File: src/rtl/dmem_arbiter.sv
// ---------------------------------------------------------------------------
// dmem_arbiter
//
// Shares the single data-memory port between the CPU load/store unit (port A)
// and the program/data loader (port B). One request is accepted per idle
// cycle; the memory strobes are then held for WAIT_CYCLES cycles. Read data
// goes into a per-port register, and a one-cycle done pulse completes the
// access.
//
// Optional feature: define DMEM_ARB_RR_EN for round-robin arbitration.
// When it is undefined, A always wins a conflict.
//
// Parameters
//   AW           address width
//   DW           data width
//   WAIT_CYCLES  cycles the strobes stay asserted per access (1..15)
//
// Ports
//   Clk, Rst_n            clock (rising edge), asynchronous active-low reset
//   A_/B_req,we,addr,     requester side; hold stable until gnt
//   A_/B_wdata
//   A_/B_gnt              combinational grant, one cycle in IDLE
//   A_/B_done             registered one-cycle completion pulse
//   A_/B_rdata            per-port read data, updated only by that port's reads
//   Mem_addr, Mem_wdata   memory address / write data (hold last latched value)
//   Mem_read, Mem_write   memory strobes, asserted only in ACCESS
//   Mem_rdata             memory read data, combinational from Mem_addr
//   Busy                  access in progress (state != IDLE)
// ---------------------------------------------------------------------------
module dmem_arbiter #(
    parameter int AW          = 16,
    parameter int DW          = 16,
    parameter int WAIT_CYCLES = 1
) (
    input  logic          Clk,
    input  logic          Rst_n,
    input  logic          A_req,
    input  logic          A_we,
    input  logic [AW-1:0] A_addr,
    input  logic [DW-1:0] A_wdata,
    input  logic          B_req,
    input  logic          B_we,
    input  logic [AW-1:0] B_addr,
    input  logic [DW-1:0] B_wdata,
    output logic          A_gnt,
    output logic          B_gnt,
    output logic          A_done,
    output logic          B_done,
    output logic [DW-1:0] A_rdata,
    output logic [DW-1:0] B_rdata,
    output logic [AW-1:0] Mem_addr,
    output logic [DW-1:0] Mem_wdata,
    output logic          Mem_read,
    output logic          Mem_write,
    input  logic [DW-1:0] Mem_rdata,
    output logic          Busy
);

    localparam logic [3:0] CNT_LOAD = 4'(WAIT_CYCLES - 1);

    typedef enum logic [1:0] {
        IDLE   = 2'd0,
        ACCESS = 2'd1,
        RESP   = 2'd2
    } state_t;

    state_t        state_q, state_d;
    logic          owner_q, owner_d;      // 0 = port A, 1 = port B
    logic          we_q, we_d;
    logic [AW-1:0] addr_q, addr_d;
    logic [DW-1:0] wdata_q, wdata_d;
    logic [3:0]    cnt_q, cnt_d;
    logic [DW-1:0] a_rdata_q, a_rdata_d;
    logic [DW-1:0] b_rdata_q, b_rdata_d;
    logic          a_done_q, a_done_d;
    logic          b_done_q, b_done_d;
    logic          pick_b;
    logic          grant;

`ifdef DMEM_ARB_RR_EN
    // Last winner: 1 = B. Resetting it to B makes A win the first conflict.
    logic          last_b_q, last_b_d;

    // On a conflict the port that did not win last time goes first.
    assign pick_b = B_req && (!A_req || !last_b_q);
`else
    assign pick_b = B_req && !A_req;
`endif

    // Grants are suppressed while reset is held, even though the state is IDLE.
    always_comb begin
        grant = Rst_n && (state_q == IDLE) && (A_req || B_req);
        A_gnt = grant && !pick_b;
        B_gnt = grant && pick_b;
    end

    always_comb begin
        state_d   = state_q;
        owner_d   = owner_q;
        we_d      = we_q;
        addr_d    = addr_q;
        wdata_d   = wdata_q;
        cnt_d     = cnt_q;
        a_rdata_d = a_rdata_q;
        b_rdata_d = b_rdata_q;
        a_done_d  = 1'b0;
        b_done_d  = 1'b0;
`ifdef DMEM_ARB_RR_EN
        last_b_d  = last_b_q;
`endif
        case (state_q)
            IDLE: begin
                if (A_req || B_req) begin
                    state_d = ACCESS;
                    owner_d = pick_b;
                    we_d    = pick_b ? B_we    : A_we;
                    addr_d  = pick_b ? B_addr  : A_addr;
                    wdata_d = pick_b ? B_wdata : A_wdata;
                    cnt_d   = CNT_LOAD;
`ifdef DMEM_ARB_RR_EN
                    last_b_d = pick_b;
`endif
                end
            end
            ACCESS: begin
                if (cnt_q == 4'd0) begin
                    state_d = RESP;
                    // Only reads touch the owner's rdata register.
                    if (!we_q) begin
                        if (owner_q) b_rdata_d = Mem_rdata;
                        else         a_rdata_d = Mem_rdata;
                    end
                    if (owner_q) b_done_d = 1'b1;
                    else         a_done_d = 1'b1;
                end else begin
                    cnt_d = cnt_q - 4'd1;
                end
            end
            RESP: begin
                state_d = IDLE;
            end
            default: begin
                state_d = IDLE;
            end
        endcase
    end

    always_ff @(posedge Clk or negedge Rst_n) begin
        if (!Rst_n) begin
            state_q   <= IDLE;
            owner_q   <= 1'b0;
            we_q      <= 1'b0;
            addr_q    <= '0;
            wdata_q   <= '0;
            cnt_q     <= 4'd0;
            a_rdata_q <= '0;
            b_rdata_q <= '0;
            a_done_q  <= 1'b0;
            b_done_q  <= 1'b0;
`ifdef DMEM_ARB_RR_EN
            last_b_q  <= 1'b1;
`endif
        end else begin
            state_q   <= state_d;
            owner_q   <= owner_d;
            we_q      <= we_d;
            addr_q    <= addr_d;
            wdata_q   <= wdata_d;
            cnt_q     <= cnt_d;
            a_rdata_q <= a_rdata_d;
            b_rdata_q <= b_rdata_d;
            a_done_q  <= a_done_d;
            b_done_q  <= b_done_d;
`ifdef DMEM_ARB_RR_EN
            last_b_q  <= last_b_d;
`endif
        end
    end

    // Strobes decode straight from the state, so an asynchronous reset
    // removes them in the same cycle.
    assign Mem_read  = (state_q == ACCESS) && !we_q;
    assign Mem_write = (state_q == ACCESS) && we_q;
    assign Mem_addr  = addr_q;
    assign Mem_wdata = wdata_q;
    assign A_rdata   = a_rdata_q;
    assign B_rdata   = b_rdata_q;
    assign A_done    = a_done_q;
    assign B_done    = b_done_q;
    assign Busy      = (state_q != IDLE);

endmodule

File: config.mk
export PLATFORM = sky130hd
export DESIGN_NAME = dmem_arbiter
export DESIGN_NICKNAME = d
export VERILOG_FILES = /design/src/rtl/dmem_arbiter.sv
export SDC_FILE = /design/constraint.sdc
export NUM_CORES = 1
export LEC_CHECK = 0
export ABC_AREA = 1
export BUFFER_PORTS_ARGS = -buffer_cell sky130_fd_sc_hd__buf_4
export CAP_MARGIN = 20
export CORE_MARGIN = 4
export CORE_UTILIZATION = 30
export CTS_CLUSTER_SIZE = 12
export DETAILED_ROUTE_END_ITERATION = 12
export HOLD_SLACK_MARGIN = 0.02
export RECOVER_POWER = 25
export SYNTH_ARGS = -nofsm -noshare
export SYNTH_HDL_FRONTEND = slang
export SYNTH_SLANG_ARGS = --single-unit
File: constraint.sdc
create_clock -name Clk -period 1.4 [get_ports Clk]
set_input_delay 0.28 -clock Clk [delete_from_list [all_inputs] [get_ports Clk]]
set_output_delay 0.28 -clock Clk [all_outputs]
set_load 0.005 [all_outputs]
[Yosys cells after proc, flatten, opt, wreduce, memory -nomap -nowiden]
Index checks and enable logic that the tools add are counted.
Word-level totals
  register bits after elaboration: 74
  logic and storage cells: 52
  output and inout bits: 71
  input bits: 86
Cells by class
  bitwise logic cells: 2
  $add $sub $neg: 1
  multiplexer cells: 15
  equal/unequal tests: 4
  reductions and logical operators: 20
Operators by type and width (number)
  $mux W16: 2
  $mux W4: 2
  $pmux W4 S2: 1
  $reduce_and A4 Y1: 2
  $logic_and A1 B1 Y1: 7
  $mux W1: 7
  $logic_not A4 Y1: 1
  $mux W2: 2
  $ne A2 B2 Y1 const B: 2
  $pmux W2 S2: 1
  $reduce_and A2 Y1: 2
  $reduce_bool A2 Y1: 2
  $sub A4 B1 Y4 const B: 1
  $logic_not A1 Y1: 3
  $reduce_and A3 Y1: 1
  $eq A2 B1 Y1 const B: 1
  $logic_not A2 Y1: 1
  $ne A2 B1 Y1 const B: 1
  $not A1 Y1: 2
  $logic_or A1 B1 Y1: 1

[Logic depth before layout (Yosys ltp)]
Gate-level depths: netlist (run 1).
  depth in word-level cells: 4
  mapped depth: 9
  mapped depth without buffers: 7

[Worst setup path after synthesis (run 1)]
Ideal clock, no wire load.
  kind: register to register
  start: register cnt_q[0]
  end: register b_rdata_q[10], in the netlist B_rdata[10]
  path buffers: 2
  setup time: 0.116 ns
  slack: 0.030 ns
  cell stages (with the launch flop): 10
  arrival: 1.253 ns
  period minus slack after synthesis: 1.370 ns
  required time: 1.284 ns
  cell sequence: dfrtp_1 inv_1 ha_1 nand2_2 nor2_4 buf_6 nand2_4 buf_6 nand2_1 nand2_1
On the way
  cells in the longest elaborated chain, start to end: 2
Ends and longest elaborated chain
  from (decl): line 72  | logic [3:0] cnt_q, cnt_d;
  from (signal assigned): line 169  | cnt_q <= cnt_d;
  $logic_not A4 Y1: line 126  | if (cnt_q == 4'd0) begin
  $reduce_and A4 Y1 (no line)
  to (signal assigned): line 171  | b_rdata_q <= b_rdata_d;
  to (decl): line 74  | logic [DW-1:0] b_rdata_q, b_rdata_d;
No other way between the ends.
A chain may end at the register's enable or synchronous reset.

[Final worst setup path (run 1)]
  start: register state_q[0]
  end: output A_gnt
On the way
  cells in the longest elaborated chain, start to end: 4
Ends and longest elaborated chain
  from (decl): line 67  | state_t state_q, state_d;
  from (signal assigned): line 164  | state_q <= state_d;
  $logic_not A2 Y1: line 92  | grant = Rst_n && (state_q == IDLE) && (A_req || B_req);
  $logic_and A1 B1 Y1 (2 in a row): line 92
  $logic_and A1 B1 Y1: line 93  | A_gnt = grant && !pick_b;
  to (decl): line 45  | output logic A_gnt,
No other way between the ends.

==> results of run 1 <==
[logic make-up (layout without fill, tap and decap cells)]
kind of cell	after synthesis	after routing	synth area share [%]
AOI/OAI and AO/OA	71	71	11.3
xor gates and xnor gates	1	1	0.274
adders and majority gates	2	2	0.782
buffers and inverters	31	216	4.93
DFF	74	74	57.9
and+or+nand+nor	192	193	24.9
[what timing repair did]
item	CTS	global route
pin swaps	2	37
endpoints found under the setup margin	5	45
buffers inserted	2	7
hold endpoints to repair	74	0
resized for setup	8	117
hold buffers	1	0
cloned	0	7
[per-layer routing]
layer  vias to the layer above  routed length (um)  global-route usage [%]
li1                       1566                   -                       -
met2                       147                5150                    23.5
met5                         -                   0                       0
met1                      1556                4620                    19.9
met4                         0                 152                    6.49
met3                        13                1230                    7.75
[flip-flops by register name, indices dropped and copies added, names as in the netlist]
| signal | count |
|---|---|
| owner_q | 1 |
| Mem_addr | 16 |
| A_rdata | 16 |
| state_q | 2 |
| B_done | 1 |
| we_q | 1 |
| cnt_q | 4 |
| Mem_wdata | 16 |
| A_done | 1 |
| B_rdata | 16 |
[power by group through the flow]
stage	Combinational [mW]	Sequential (mW)	Clock (mW)
5_1_grt	7.09	4.26	1.93
2_1_floorplan	2.15	3.87	0
3_5_place_dp	4.84	3.88	0
3_3_place_gp	4.75	3.89	0
4_1_cts	4.91	3.89	1.83
6_report	6.48	4.13	1.79
[stage by stage]
step	TNS, ns	hold WS, ns
floorplan	0	-0.0156
global placement	0	0.360
detailed placement	0	0.361
CTS	-0.392	0.118
global route	-5.60	0.128
finish	-1.65	0.158
[cell type report]
cell class	count	area, um^2
Clock buffer	10	128
Clock inverter	5	80.1
Fill cell	961	4860
Inverter	13	53.8
Multi-Input combinational cell	267	1610
Sequential cell	74	1850
Tap cell	136	170
Timing Repair Buffer	188	1620
[worst max-delay path, stage by stage, from the launching register on]
cell     delay (ns)
dfrtp_1        0.41
nor2_4         0.16
inv_2          0.06
nor3_2         0.12
buf_4          0.14
[worst paths after layout]
path / end / cells after the start
worst max-delay path: A_gnt / 4
worst min-delay path: A_rdata[15] / 3
worst max register to register: Mem_wdata[15] / 8
worst min register to register: A_done / 1
max in group asynchronous: Mem_wdata[4] / 3
min in group asynchronous: Mem_addr[12] / 3
[cells in the final DEF, fill, tap and decap left out, types with 2 or more instances in the layout]
| cell type | count |
|---|---|
| nand3_1 | 10 |
| inv_2 | 8 |
| nand2_4 | 13 |
| a21oi_2 | 9 |
| clkinvlp_4 | 2 |
| nor2_2 | 23 |
| buf_12 | 7 |
| inv_1 | 4 |
| dfrtp_1 | 73 |
| clkbuf_8 | 9 |
| nand2_1 | 93 |
| nand2_2 | 16 |
| clkbuf_16 | 6 |
| nor2_1 | 10 |
| nand2_8 | 2 |
| nor2_4 | 13 |
| buf_4 | 171 |
| bufinv_16 | 2 |
| a21oi_1 | 57 |
| buf_6 | 2 |
| nand3_2 | 9 |
==> impl_metrics.csv, run 1 <==
group,metric,value,unit
logic_synthesis,seq_area_frac_synth,57.9,%
min_path,hold_path.startpoint,"Mem_rdata[15]",
worst_setup_path,end_kind,"output pin",
timing,final_max_slew_viol_count,0,
timing,finalClockSkew,0.00795,ns
global_route,grt_overflow,0,
logic_synthesis,ys_seq_elements,74,
timing,rsz0062_at_grt,"true",
clocking,cts-buffers-inserted,9,
logic_synthesis,synth_edf_count,0,
placement,placedCellCount,661,
logic_synthesis,syn-cell-area,3200,um^2
logic_synthesis,ys_top_cells_by_area,"dfrtp_1 (58%), nand2_1 (14%), a21oi_1 (10%), nor2_1 (5.0%), nand3_1 (3.0%)",
placement,globalplace.congestion,0.775,
floorplanning,rows,37,
placement,place_hpwl,7240,um
worst_setup_path,startpoint_type,"flip-flop",
clocking,cts_tree,"done",
logic_synthesis,synth_cell_types,25,
pwr,leakage,2.61,nW
floorplanning,coreArea,10400,um^2
logic_synthesis,syn-instance-count,371,
clocking,cts_sinks,74,
floorplanning,die-height,111,um
routing,postRouteWirelength,11200,um
worst_setup_path,arrival,1.24,ns
logic_synthesis,postSynth.asyncResetShare,100,%
worst_setup_path,timing.rr.start,"state_q[0]",
clocking,clock_latency,0.34,ns
logic_synthesis,syn_nets,459,
layout,drive_gt1_share,54.2,%
global_route,antenna_found_initial,0,
floorplanning,fp.dieW,111,um
floorplanning,initial_core_util,30.9,%
pwr,combPwrFrac,52.3,%
layout,fin_nets,641,
global_route,grt_pass1_vias,3165,
timing,fin_ws,-0.118,ns
pwr,finalPower,12.4,mW
layout,finish.instance_area,5510,um^2
pwr,powerDensity,2250,nW/um^2
layout,post-route-util,53.1,%
worst_setup_path,path_max_fanout,3,
timing,relSlewSlack,53.7,%
pwr,power.internal,7.64,mW
layout,diodes,0,
floorplanning,dieArea,12400,um^2
logic_synthesis,synth_top_area_cell,"dfrtp_1",
floorplanning,ios,157,
worst_setup_path,crit_type,"reg2out",
placement,io_buffers,156,
worst_setup_path,reg2reg_slack,-0.08,ns
routing,vias,3282,
timing,hold_violations,0,
routing,drt_first_pass_iters,5,
pwr,p_switching,4.76,mW
logic_synthesis,synth_most_common_cell,"nand2_1",
timing,min_period_over_period,108,%
min_path,min_path_type,"in2reg",
layout,final_cells,693,
timing,setup_viol,38,
placement,placed_cell_area,4630,um^2
clocking,path_clk_slew,0.08,ns
routing,drt_iter0_markers,125,
clocking,cts_max_path_buffers,2,
clocking,ctsHtreeMaxLevel,3,
routing,final_antenna_net_count,0,
job,maxCapViolations,0,
global_route,grt_usage,15.9,%
global_route,grt_max_degree,75,
clocking,cts-root-buf,"clkbuf_8",
timing,fin_crit,1.52,ns
placement,place_ws,0.0423,ns
pwr,p_sw_share,38.4,%
routing,wire_per_inst,16.1,um
routing,post-route-drc-count,0,
logic_synthesis,yosysTopAreaCellShare,57.9,%
worst_setup_path,crit_required,1.12,ns
worst_setup_path,crit_start,"state_q[0]",
outcome,status,"finished, violations left",
layout,areaGrowthSynthToFinish,72.2,%
pwr,power_frac_seq,33.3,%
outcome,violations,"setup timing",
logic_synthesis,syn_area_per_cell,8.63,um^2
logic_synthesis,synth_common_cells,"nand2_1 (120), dfrtp_1 (74), a21oi_1 (66)",
logic_synthesis,yosysWarnings,0,
pwr,peakVddDrop,0.000824,V
timing,tightestPinTransition,0.694,ns
timing,max_freq,0.659,GHz
global_route,grt_pass1_wl,15800,um
logic_synthesis,yosys_most_used_dff,"dfrtp_1",
pwr,clkPwrFrac,14.4,%
routing,via_per_inst,4.74,
(Power assumes the default switching activity.)
==> inputs of run 2 (changes only) <==
--- a/config.mk
+++ b/config.mk
@@ -13,7 +13,9 @@
 export CTS_CLUSTER_SIZE = 12
 export DETAILED_ROUTE_END_ITERATION = 12
 export HOLD_SLACK_MARGIN = 0.02
+export PLACE_DENSITY = 0.63
 export RECOVER_POWER = 25
+export REMOVE_ABC_BUFFERS = 1
 export SYNTH_ARGS = -nofsm -noshare
 export SYNTH_HDL_FRONTEND = slang
 export SYNTH_SLANG_ARGS = --single-unit
==> run 2 against run 1 <==
  * The run still ends with setup timing left
  * Highest routed layer unchanged
  * Critical endpoint is now A_rdata[15]
  * Largest cell class unchanged
  * Combinational power increased by 0.6%
  * Non-clock buffer count decreased by 2
  * First-iteration DRC count decreased by 4.8%
  * Flip-flop and latch count unchanged
  * Wire length about the same
  * Global-route usage increased by 0.20 points
==> impl_metrics.csv, run 2 (synthesis results as in run 1) <==
group,metric,value,unit
timing,finalClockSkew,0.00996,ns
placement,place_hpwl,7000,um
pwr,peakVddDrop,0.000848,V
timing,setup_viol,61,
routing,final_antenna_net_count,0,
outcome,status,"finished, violations left",
floorplanning,initial_core_util,30.9,%
routing,drt_first_pass_iters,4,
layout,final_cells,691,
clocking,clock_latency,0.33,ns
floorplanning,ios,157,
global_route,grt_overflow,0,
routing,drt_iter0_markers,119,
clocking,cts_sinks,74,
timing,rsz0062_at_grt,"true",
routing,via_per_inst,4.80,
layout,diodes,0,
worst_setup_path,rr_endpoint,"A_rdata[15]",
floorplanning,fp.dieW,111,um
layout,areaGrowthSynthToFinish,69.3,%
min_path,hold_depth,3,
placement,placedCellCount,657,
global_route,grt_pass1_vias,3235,
floorplanning,rows,37,
clocking,ctsHtreeMaxLevel,3,
layout,multiInputGateArea,1580,um^2
timing,finalSetupTns,-3.60,ns
timing,final_max_slew_viol_count,0,
global_route,grt_pass1_wl,16200,um
routing,wire_per_inst,16.1,um
placement,placed_cell_area,4570,um^2
layout,post-route-util,52.3,%
placement,globalplace.congestion,0.774,
clocking,cts-buffers-inserted,9,
layout,final_common_cell,"buf_4",
worst_setup_path,reg2reg_slack,-0.12,ns
worst_setup_path,crit_required,1.67,ns
worst_setup_path,startpoint_type,"flip-flop",
placement,io_buffers,156,
floorplanning,coreArea,10400,um^2
timing,fin_ws,-0.122,ns
floorplanning,dieArea,12400,um^2
min_path,hold_path.startpoint,"Mem_rdata[1]",
clocking,cts_max_path_buffers,2,
clocking,cts_tree,"done",
min_path,min_path_type,"in2reg",
timing,max_freq,0.657,GHz
timing,fin_crit,1.52,ns
min_path,holdPathEnd,"A_rdata[1]",
layout,seq_area,1850,um^2
layout,drive_gt1_share,53.9,%
layout,finish.instance_area,5420,um^2
clocking,path_clk_slew,0.07,ns
worst_setup_path,path_max_fanout,8,
outcome,violations,"setup timing",
layout,fin_nets,639,
global_route,grt_usage,16.1,%
timing,min_period_over_period,109,%
worst_setup_path,crit_start,"state_q[1]",
pwr,powerDensity,2220,nW/um^2
layout,final_cell_mix,"buf_4 (164), nand2_1 (87), dfrtp_1 (72)",
pwr,finalPower,12.1,mW
global_route,antenna_found_initial,0,
worst_setup_path,reg2regPathDepth,11,
floorplanning,die-height,111,um
routing,postRouteWirelength,11200,um
clocking,cts-root-buf,"clkbuf_8",
worst_setup_path,end_kind,"flip-flop",
worst_setup_path,crit_type,"reg2reg",
worst_setup_path,arrival,1.79,ns
timing,relSlewSlack,54.5,%
global_route,grt_max_degree,75,
job,maxCapViolations,0,
worst_setup_path,timing.rr.start,"state_q[1]",
layout,fillCellCount,968,
routing,post-route-drc-count,0,
timing,hold_violations,0,
pwr,leakage,2.63,nW
timing,tightestPinTransition,0.683,ns
routing,vias,3316,
[run 2: changes by cell type in the layout (fill, tap and decap cells not counted), moves of 7 or more]
cell	change
nor2_2	-9
nand3_1	+9
buf_4	-7
nand2_2	+11
a21oi_1	-10
a21oi_2	+10
nand3_2	-8
[run 2: per-stage QoR]
step / setup slack (ns) / hold slack (ns)
floorplan: -0.389 / -0.0156
global placement: 0.0563 / 0.376
detailed placement: -0.0390 / 0.380
CTS: -0.122 / 0.126
global route: -0.190 / 0.132
finish: -0.122 / 0.151
[run 2: how the worst max path moves through the flow]
stage | depth (start not counted) | endpoint | slack [ns]
after floorplan | 4 | Mem_addr[0] | -0.39
after global placement | 8 | A_rdata[0] | 0.06
after detailed placement | 8 | A_rdata[11] | -0.04
after CTS | 4 | A_gnt | -0.12
after global routing | 11 | A_rdata[15] | -0.19
final | 11 | A_rdata[15] | -0.12
[run 2: metal layers]
metal	GRT usage (%)	up-vias	routed length, um
met5	0	-	0
met4	5.43	0	208
met3	7.53	17	1150
met2	24.6	165	5190
met1	20.1	1580	4610
li1	-	1554	-
[run 2: cell type report]
type | instances | area share, %
clock inverters | 3 | 0.277
inverters | 13 | 1.22
multi-input cells | 267 | 29.1
well taps | 136 | 3.14
flip-flops and latches | 74 | 34.2
clock buffers | 12 | 2.86
repair buffers | 186 | 29.2
[run 2: repair_timing]
item,4_1_cts,5_1_grt
endpoints found under the hold margin,74,0
setup buffers,6,5
pin swaps,5,10
endpoints found under the setup margin,39,77
cloned,1,6
hold buffers,1,0
gates resized for setup,19,117
[run 2: power by group]
group          leakage [nW]  total, mW  internal (mW)  switching, mW
Sequential            0.870       4.06           3.22          0.844
Combinational          1.66       6.52           3.39           3.13
Clock                0.0920       1.47          0.723          0.746
Total                  2.63       12.1           7.33           4.72
[run 2: critical path, cell delays in order (launching register included)]
cell and delay (ns):
dfrtp_1 0.43, buf_6 0.14, inv_4 0.05, nand2_4 0.05, buf_6 0.13, inv_4 0.05, nand2_4 0.05, nor3_4 0.16
buf_12 0.15, buf_16 0.14, nand2_2 0.06, nand2_1 0.06
